## src/rtl/clock_step_controller_if.sv

```systemverilog
// Handshake bundle between the processor's I/O wait flags and confirms and the
// step controller's clock-enable outputs.
interface clock_step_controller_if;
  logic       enter;
  logic       flagIN;
  logic       flagSend;
  logic       flagReceive;
  logic       send_confirmS;
  logic       send_confirmR;
  logic       step;
  logic       waiting;
  logic [1:0] wait_src;

  modport master (
    output enter, flagIN, flagSend, flagReceive, send_confirmS, send_confirmR,
    input  step, waiting, wait_src
  );

  modport slave (
    input  enter, flagIN, flagSend, flagReceive, send_confirmS, send_confirmR,
    output step, waiting, wait_src
  );
endinterface

```

## src/rtl/clock_step_controller.sv

```systemverilog
// Processor step sequencer: free-running step at DIV_MAX+1 cycles, or one step
// per rising edge of the confirm that matches the highest-priority wait flag.
module clock_step_controller #(
  parameter int CNT_W   = 25,
  parameter int DIV_MAX = 63
) (
  input  logic                    CLOCK,
  input  logic                    reset,
  clock_step_controller_if.slave  bus
);
  typedef enum logic [1:0] {ST_RUN, ST_WAIT, ST_RELEASE} state_t;

  localparam logic [CNT_W-1:0] DIV_MAX_C = CNT_W'(DIV_MAX);

  state_t           state_q, state_d;
  logic [CNT_W-1:0] cnt_q, cnt_d;
  logic             step_q, step_d;
  logic [1:0]       src_q, src_d;
  logic [2:0]       prev_q;

  // Bit 0 = IN, bit 1 = SEND, bit 2 = RECV; wait_src code is bit index + 1.
  logic [2:0] flag, conf, rise;
  logic       sel_flag, sel_conf, sel_rise;

  assign flag = {bus.flagReceive, bus.flagSend, bus.flagIN};
  assign conf = {bus.send_confirmR, bus.send_confirmS, bus.enter};
  assign rise = conf & ~prev_q;

  always_comb begin
    sel_flag = 1'b0;
    sel_conf = 1'b0;
    sel_rise = 1'b0;
    case (src_q)
      2'd1: begin sel_flag = flag[0]; sel_conf = conf[0]; sel_rise = rise[0]; end
      2'd2: begin sel_flag = flag[1]; sel_conf = conf[1]; sel_rise = rise[1]; end
      2'd3: begin sel_flag = flag[2]; sel_conf = conf[2]; sel_rise = rise[2]; end
      default: ;
    endcase
  end

  always_comb begin
    state_d = state_q;
    cnt_d   = cnt_q;
    step_d  = 1'b0;
    src_d   = src_q;
    case (state_q)
      ST_RUN: begin
        if (|flag) begin
          state_d = ST_WAIT;
          cnt_d   = '0;
          src_d   = flag[0] ? 2'd1 : (flag[1] ? 2'd2 : 2'd3);
        end else if (cnt_q == DIV_MAX_C) begin
          cnt_d  = '0;
          step_d = 1'b1;
        end else begin
          cnt_d = cnt_q + 1'b1;
        end
      end
      ST_WAIT: begin
        // A dropped flag wins over a confirm edge in the same cycle.
        if (!sel_flag) begin
          state_d = ST_RUN;
          src_d   = 2'd0;
          cnt_d   = '0;
        end else if (sel_rise) begin
          state_d = ST_RELEASE;
          step_d  = 1'b1;
        end
      end
      ST_RELEASE: begin
        if (!sel_conf) begin
          state_d = ST_RUN;
          src_d   = 2'd0;
          cnt_d   = '0;
        end
      end
      default: begin
        state_d = ST_RUN;
        src_d   = 2'd0;
        cnt_d   = '0;
      end
    endcase
  end

  // History resets high so a confirm held through reset is not seen as a rise.
  always_ff @(posedge CLOCK) begin
    if (reset) begin
      state_q <= ST_RUN;
      cnt_q   <= '0;
      step_q  <= 1'b0;
      src_q   <= 2'd0;
      prev_q  <= 3'b111;
    end else begin
      state_q <= state_d;
      cnt_q   <= cnt_d;
      step_q  <= step_d;
      src_q   <= src_d;
      prev_q  <= conf;
    end
  end

  assign bus.step     = step_q;
  assign bus.waiting  = (state_q == ST_WAIT);
  assign bus.wait_src = src_q;
endmodule

```

## src/flat_wrapper.sv

```systemverilog
// flat-port wrapper written by rule: the top's interface ports become plain ports
module clock_step_controller_flat 
#(
  parameter int CNT_W   = 25,
  parameter int DIV_MAX = 63
)
  (CLOCK, reset, bus_enter, bus_flagIN, bus_flagSend, bus_flagReceive, bus_send_confirmS, bus_send_confirmR, bus_step, bus_waiting, bus_wait_src);
  clock_step_controller_if bus_i ();
  input  logic CLOCK;
  input  logic reset;
  input wire logic [$bits(bus_i.enter)-1:0] bus_enter;
  input wire logic [$bits(bus_i.flagIN)-1:0] bus_flagIN;
  input wire logic [$bits(bus_i.flagSend)-1:0] bus_flagSend;
  input wire logic [$bits(bus_i.flagReceive)-1:0] bus_flagReceive;
  input wire logic [$bits(bus_i.send_confirmS)-1:0] bus_send_confirmS;
  input wire logic [$bits(bus_i.send_confirmR)-1:0] bus_send_confirmR;
  output wire logic [$bits(bus_i.step)-1:0] bus_step;
  output wire logic [$bits(bus_i.waiting)-1:0] bus_waiting;
  output wire logic [$bits(bus_i.wait_src)-1:0] bus_wait_src;
  assign bus_i.enter = bus_enter;
  assign bus_i.flagIN = bus_flagIN;
  assign bus_i.flagSend = bus_flagSend;
  assign bus_i.flagReceive = bus_flagReceive;
  assign bus_i.send_confirmS = bus_send_confirmS;
  assign bus_i.send_confirmR = bus_send_confirmR;
  assign bus_step = bus_i.step;
  assign bus_waiting = bus_i.waiting;
  assign bus_wait_src = bus_i.wait_src;
  clock_step_controller #(.CNT_W(CNT_W), .DIV_MAX(DIV_MAX)) u_core (.CLOCK(CLOCK), .reset(reset), .bus(bus_i));
endmodule
```

## config.mk

```make
export PLATFORM = sky130hd
export DESIGN_NAME = clock_step_controller_flat
export DESIGN_NICKNAME = d
export VERILOG_FILES = /design/src/rtl/clock_step_controller_if.sv /design/src/rtl/clock_step_controller.sv /design/src/flat_wrapper.sv
export SDC_FILE = /design/constraint.sdc
export NUM_CORES = 1
export LEC_CHECK = 0
export ABC_AREA = 1
export ABC_CLOCK_PERIOD_IN_PS = 2250
export BUFFER_PORTS_ARGS = -buffer_cell sky130_fd_sc_hd__buf_2
export CAP_MARGIN = 20
export CORE_UTILIZATION = 30
export CTS_BUF_LIST = sky130_fd_sc_hd__clkbuf_2
export DETAILED_ROUTE_END_ITERATION = 16
export PLACE_DENSITY_LB_ADDON = 0.08
export SLEW_MARGIN = 30
export SYNTH_ARGS = -nofsm -noshare
export SYNTH_HDL_FRONTEND = slang
export SYNTH_SLANG_ARGS = --single-unit
```

## constraint.sdc

```tcl
create_clock -name CLOCK -period 2.25 [get_ports CLOCK]
set_clock_uncertainty 0.2 [all_clocks]
set_input_delay 0.1125 -clock CLOCK [delete_from_list [all_inputs] [get_ports CLOCK]]
set_output_delay 0.1125 -clock CLOCK [all_outputs]
set_load 0.1 [all_outputs]
```

==> results of run 1 <==
-- synthesized netlist by cell type --
master	count	area share (%)
dfxtp_1	33	30
inv_8	1	0.51
nand2_2	8	2.3
nor2_4	4	2.0
nor3_1	2	0.45
nand4_1	17	4.8
nand3_1	46	10
o21ai_1	5	1.1
buf_6	1	0.51
inv_2	5	0.85
nand2_8	2	1.8
or2_2	8	2.3
nor2_2	11	3.1
nor2_1	43	7.3
ha_1	1	0.57
clkinv_1	1	0.17
a21oi_1	17	3.9
inv_1	45	7.7
clkbuf_1	4	0.68
nand2_4	3	1.5
nand3_2	5	2.3
o21ai_0	2	0.45
nand2_1	79	13
o21bai_1	2	0.68
buf_12	1	0.91
buf_4	1	0.34
-- registers in the layout, summed over array words and instances, names as in the netlist --
register,cells
u_core.cnt_q,25
u_core.state_q,2
u_core.bus.step,1
u_core.bus.wait_src,2
u_core.prev_q,3
-- worst min-delay path by stage --
stage | slack, ps | to | cells past startpoint
after floorplan | 20 | u_core.prev_q[0] | 1
after global placement | 120 | u_core.prev_q[0] | 2
after detailed placement | 120 | u_core.prev_q[2] | 2
after CTS | 310 | u_core.cnt_q[0] | 2
after global routing | 340 | u_core.cnt_q[1] | 2
final | 310 | u_core.cnt_q[1] | 2
-- cell type report --
cell class                 count  area share (%)
clock inverter                 2            1.34
multi-input combinational    255            51.2
clock buffer                   6            1.19
timing repair buffer          24            7.16
tap                           96            4.77
sequential                    33            26.2
inverter                      52            8.05
-- worst max-delay path: stages (launching register included) --
cell	delay [ps]
dfxtp_1	410
ha_1	210
nand2_2	90
nor2_4	150
nand2_2	100
nor2_4	100
nand3_2	100
nand2_2	110
nand2_4	80
nand2_8	120
nor2_2	50
-- cell families (layout without fill, tap and decap cells) --
| kind of cell | after synthesis | count (layout) | share of synthesized area, % |
|---|---|---|---|
| compound gates | 26 | 26 | 6.12 |
| fa+ha+maj | 1 | 1 | 0.567 |
| buf+inv | 59 | 84 | 11.6 |
| flops | 33 | 33 | 29.9 |
| simple gates | 228 | 228 | 51.8 |
-- per-stage QoR --
stage | hold WS, ps | instance area, sq um | instances
after CTS | 315 | 2520 | 468
after detailed placement | 117 | 2340 | 449
after global routing | 338 | 2520 | 468
after global placement | 116 | 2340 | 449
after floorplan | 19.1 | 2210 | 347
final | 311 | 2520 | 468
-- routing by layer --
layer / share of wire, % / wire, microns / global-route usage (%) / up-vias
li1: - / - / - / 1159
met1: 54 / 3160 / 24.0 / 942
met2: 42 / 2420 / 24.8 / 22
met3: 2.1 / 124 / 3.11 / 7
met4: 1.6 / 94 / 5.66 / 0
met5: 0 / 0 / 0 / -
-- where the power goes --
part | total [W] | internal (W) | switching [W]
sequential | 0.000605 | 0.000595 | 0.0000101
clock | 0.000421 | 0.000190 | 0.000231
combinational | 0.000165 | 0.0000465 | 0.000118
total | 0.00119 | 0.000831 | 0.000359
==> flow_summary.toml, run 1 <==
[sta]
grt_setup_unrepaired = "false"
fin_ws_ps = 453
fin_crit_sh_pct = 79.9
fmax_mhz = 556
fin_crit_ps = 1800
maxSlewViolCount = 0
hold_violations = 0
worstMarginPinSlew_ps = 484
slew_headroom_pct = 68.0
setup_viol = 0
fin_setup_tns_ps = 0

[cells_and_area]
final_util_pct = 36.3
layout_commonest_cell = "nand2_1"
layout_common_cells = "nand2_1, nand3_1, inv_1"
num_antenna_cells = 0
nets = 380
seq_area_sq_um = 661
drive_gt1_share_pct = 18.0
nFillCells = 781
multiInputGateArea_sq_um = 1290
syn_to_final_growth_pct = 14.1

[place]
portBuffers = 11
dpl.hpwl_microns = 4310
gp_congestion = 0.811
dpl_worst_slack_ps = 448

[floorplanning]
num_rows = 30
start_util_pct = 31.8
fp.dieW_microns = 87.8
fp.coreArea_sq_um = 6940
die_y_microns = 87.8
boundaryPins = 12
dieArea_sq_um = 7700

[setup_path]
r2r_end = "u_core.cnt_q[8]"
reg2reg_slack_ps = 450
crit_fanout = 9
cp-endpoint = "u_core.cnt_q[8]"
rr_worst_depth = 10
regToRegStartpoint = "u_core.cnt_q[0]"
cp.required_ps = 2350
crit_start = "u_core.cnt_q[0]"
worstPathArrival_ps = 1890
cp-start-kind = "flip-flop"
worstSetupEndpointType = "flip-flop"
crit_type = "reg2reg"

[min_path]
holdCritStartpoint = "u_core.cnt_q[1]"
worst_hold_path_type = "reg2reg"

[cts]
clk_pin_slew_worst_paths_ps = 190
cts_setup_buffers = 0
ctsHoldBuffers = 11
cts_resized = 0
clk_path_buf_depth = 2
clock-sinks = 33
cts_inserted_buffers = 5
h-tree-depth = 2
clock_latency_ps = 390
cts-root-buf = "clkbuf_2"
cts_tree = "built"

[outcome]
outcome = "completed"

[routing]
avgViaCountPerCell = 4.55
avgRoutedWirePerCell_microns = 12.4
num_vias = 2130
postRouteAntennaNets = 0
drt_iter0_drc = 152
drt_drc_violations_left = 0
wl_microns = 5810
firstDrtPassIters = 4

[synth]
avgSynthCellArea_sq_um = 6.36
yosysWarnings = 0
yosysUniqueCellTypes = 26
ys_ff_latch = 33
synth_cells = 347
syn_area_sq_um = 2210
synth-seq-area-share_pct = 29.9
syn-num-nets = 356

[grt]
grtUsageTotal_pct = 16.7
antenna_found_initial = 0
grt_max_degree = 24
grt_pass1_vias = 1976
grt-ovfl-total = 0
grt_pass1_wl_microns = 9760

[pwr]
powerDensity_nw_per_um2 = 473
p_leak_nw = 1.07
total_power_w = 0.00119
ir_drop_v = 0.000301

[run]
drv_cap = 0
Power figures use the tool's default switching activity.
==> inputs of run 2 (changes only) <==
- ABC_AREA: 1 -> 0
- ABC_CLOCK_PERIOD_IN_PS: 2250 -> 1900
- clock period: 2.25 -> 1.9 ns (I/O delays scaled with it)
==> run 2 against run 1 <==
The run now ends with setup timing left. Sequential power increased by 19%. Critical path type unchanged. Final cell count decreased by 29%. Highest routed layer unchanged. Largest power group unchanged. Largest cell class unchanged. Design area fell by 3.5%. Critical endpoint is now u_core.cnt_q[23]. Sequential cell count did not move. Fmax fell by 11%.
==> flow_summary.toml, run 2 <==
[floorplanning]
fp.dieW_microns = 79.7
start_util_pct = 31.9
num_rows = 27
die_y_microns = 79.7
boundaryPins = 12
fp.coreArea_sq_um = 5680
dieArea_sq_um = 6350

[sta]
worstMarginPinSlew_ps = 487
maxSlewViolCount = 0
fin_crit_sh_pct = 106
fin_crit_ps = 2020
slew_headroom_pct = 67.8
fin_ws_ps = -119
fmax_mhz = 495
setup_viol = 26
grt_setup_unrepaired = "true"
fin_setup_tns_ps = -2400
hold_violations = 0

[grt]
use_met1_pct = 19.8
grt.met3_usage_pct = 3.43
grtUsageTotal_pct = 15.8
gr-usage-met2_pct = 26.3
grt_max_degree = 16
grt_busiest_layer = "met2"
grt_pass1_vias = 1640
grt_pass1_wl_microns = 7620
antenna_found_initial = 0
grt-ovfl-total = 0

[pwr]
ir_drop_v = 0.000309
total_power_w = 0.00128
p_leak_nw = 0.829
powerDensity_nw_per_um2 = 529

[synth]
synth_flop_cell = "dfxtp_1"
yosysMostFrequentCell = "dfxtp_1"
ys_ff_latch = 33
ys_top_cells_by_count = "dfxtp_1, nor2_2, xnor2_1"
synth_cells = 205
ys_top_cells_by_area = "dfxtp_1, xnor2_1, nor2_2"
syn_area_sq_um = 1810
avgSynthCellArea_sq_um = 8.83
yosysUniqueCellTypes = 42
synth.top_cell.area_share_pct = 36.5
synth-seq-area-share_pct = 36.5
synth_top_area_cell = "dfxtp_1"
syn-num-nets = 214
async_flop_share_pct = 0
synth_edf_count = 0
yosysWarnings = 0

[cts]
cts-root-buf = "clkbuf_2"
clock_latency_ps = 380
clk_path_buf_depth = 2
clock-sinks = 33
clk_pin_slew_worst_paths_ps = 180
cts_inserted_buffers = 5
h-tree-depth = 2
cts_tree = "built"

[setup_path]
crit_start = "u_core.cnt_q[11]"
max_stage_delay_ps = 550
crit_buf_inv = 1
cp.required_ps = 1980
crit_fanout = 15
path_delay_family = "simple AND/OR/NAND/NOR gates"
cp-start-kind = "flip-flop"
crit_chain = "or4_4, nor4_4, a21oi_4, o21bai_4, buf_12, nor2_2"
critical-path-slowest-cell = "or4_4"
worstSetupEndpointType = "flip-flop"
regToRegStartpoint = "u_core.cnt_q[11]"
worstPathArrival_ps = 2100
crit_type = "reg2reg"

[cells_and_area]
num_antenna_cells = 0
syn_to_final_growth_pct = 34.2
layout_common_cells = "buf_4, dfxtp_1, nor2_2"
largest_reg_flops = 25
drive_gt1_share_pct = 40.6
nets = 270
layout_commonest_cell = "buf_4"
regMostFlops = "u_core.cnt_q"
largestRegisters = "u_core.cnt_q: 25 flops, u_core.prev_q: 3 flops"

[routing]
postRouteAntennaNets = 0
wl_microns = 4640
avgViaCountPerCell = 5.00
firstDrtPassIters = 4
avgRoutedWirePerCell_microns = 13.9
drt_drc_violations_left = 0
drt_iter0_drc = 68
num_vias = 1665

[place]
dpl.hpwl_microns = 3360
portBuffers = 11
gp_congestion = 0.726

[outcome]
violations = "setup timing"
outcome = "finished with violations"

[min_path]
worst_hold_path_type = "in2reg"
holdCritStartpoint = "bus_flagReceive"

[run]
drv_cap = 0
## run 2: cell count changes after synthesis, moves of 9 or more
cell | previous run | this run
nand2_1 | 79 | 17
inv_1 | 45 | 3
nand3_1 | 46 | 10
nor2_1 | 43 | 10
xnor2_1 | 0 | 19
nor4_1 | 0 | 15
a21oi_1 | 17 | 5
nand4_1 | 17 | 8
## run 2: area by class of cell
type | instances | area [sq um]
Multi-Input combinational cell | 156 | 1150
Timing Repair Buffer | 61 | 469
Tap cell | 72 | 90.1
Clock buffer | 6 | 30.0
Inverter | 4 | 15.0
Sequential cell | 33 | 669
Clock inverter | 1 | 3.75
Fill cell | 596 | 3250
## run 2: timing repair
item / in CTS / in global routing
buffers inserted: 1 / 0
hold buffers: 9 / 0
endpoints found under the setup margin: 28 / 29
resized for setup: 3 / 8
gates cloned: 0 / 1
hold endpoints to repair: 12 / 0
## run 2: power by group
| group | internal (W) | switching, W |
|---|---|---|
| Clock | 0.0000858 | 0.000239 |
| Combinational | 0.0000972 | 0.000140 |
| Sequential | 0.000705 | 0.0000164 |
| Total | 0.000888 | 0.000396 |
## run 2: cell families after synthesis
logic type               Yosys count  synth area share [%]
flip-flops                        33                  36.5
XOR/XNOR                          19                  9.20
buffers and inverters             16                  4.98
adder cells (fa/ha/maj)            1                 0.691
AND/OR/NAND/NOR                  111                  36.4
multiplexers                       3                  1.66
AO/OA/AOI/OAI                     22                  10.5
## run 2: final timing paths
path / end / slack, ps / cells after the start
setup / recovery: u_core.cnt_q[23] / -120 / 6
setup reg to reg: u_core.cnt_q[23] / -120 / 6
hold reg to reg: u_core.cnt_q[6] / 330 / 2
hold / removal: u_core.state_q[1] / 20 / 4
## run 2: metal layers
layer | part of all wire (%) | routed length (microns)
met5 | 0 | 0
met4 | 1.6 | 74
met3 | 2.3 | 106
met2 | 48 | 2210
met1 | 49 | 2250
## run 2: worst reg2reg max path: cells and delay by family (launching register included)
kind / cells / cell delay (ps)
AOI/OAI and AO/OA: 2 / 290
and+or+nand+nor: 3 / 930
buffers and inverters: 1 / 180
DFF: 1 / 340
## run 2: stage by stage
stage / hold slack, ps / util, % / instances / area [sq um] / setup slack (ps)
after floorplan: -1.19 / - / 205 / 1870 / -160
after global placement: 117 / 39.6 / 316 / 2250 / -61.3
after detailed placement: 120 / 39.6 / 316 / 2250 / -100
after CTS: 2.59 / 42.1 / 333 / 2390 / -128
after global routing: 5.04 / 42.8 / 333 / 2430 / -172
final: 16.6 / 42.8 / 333 / 2430 / -119
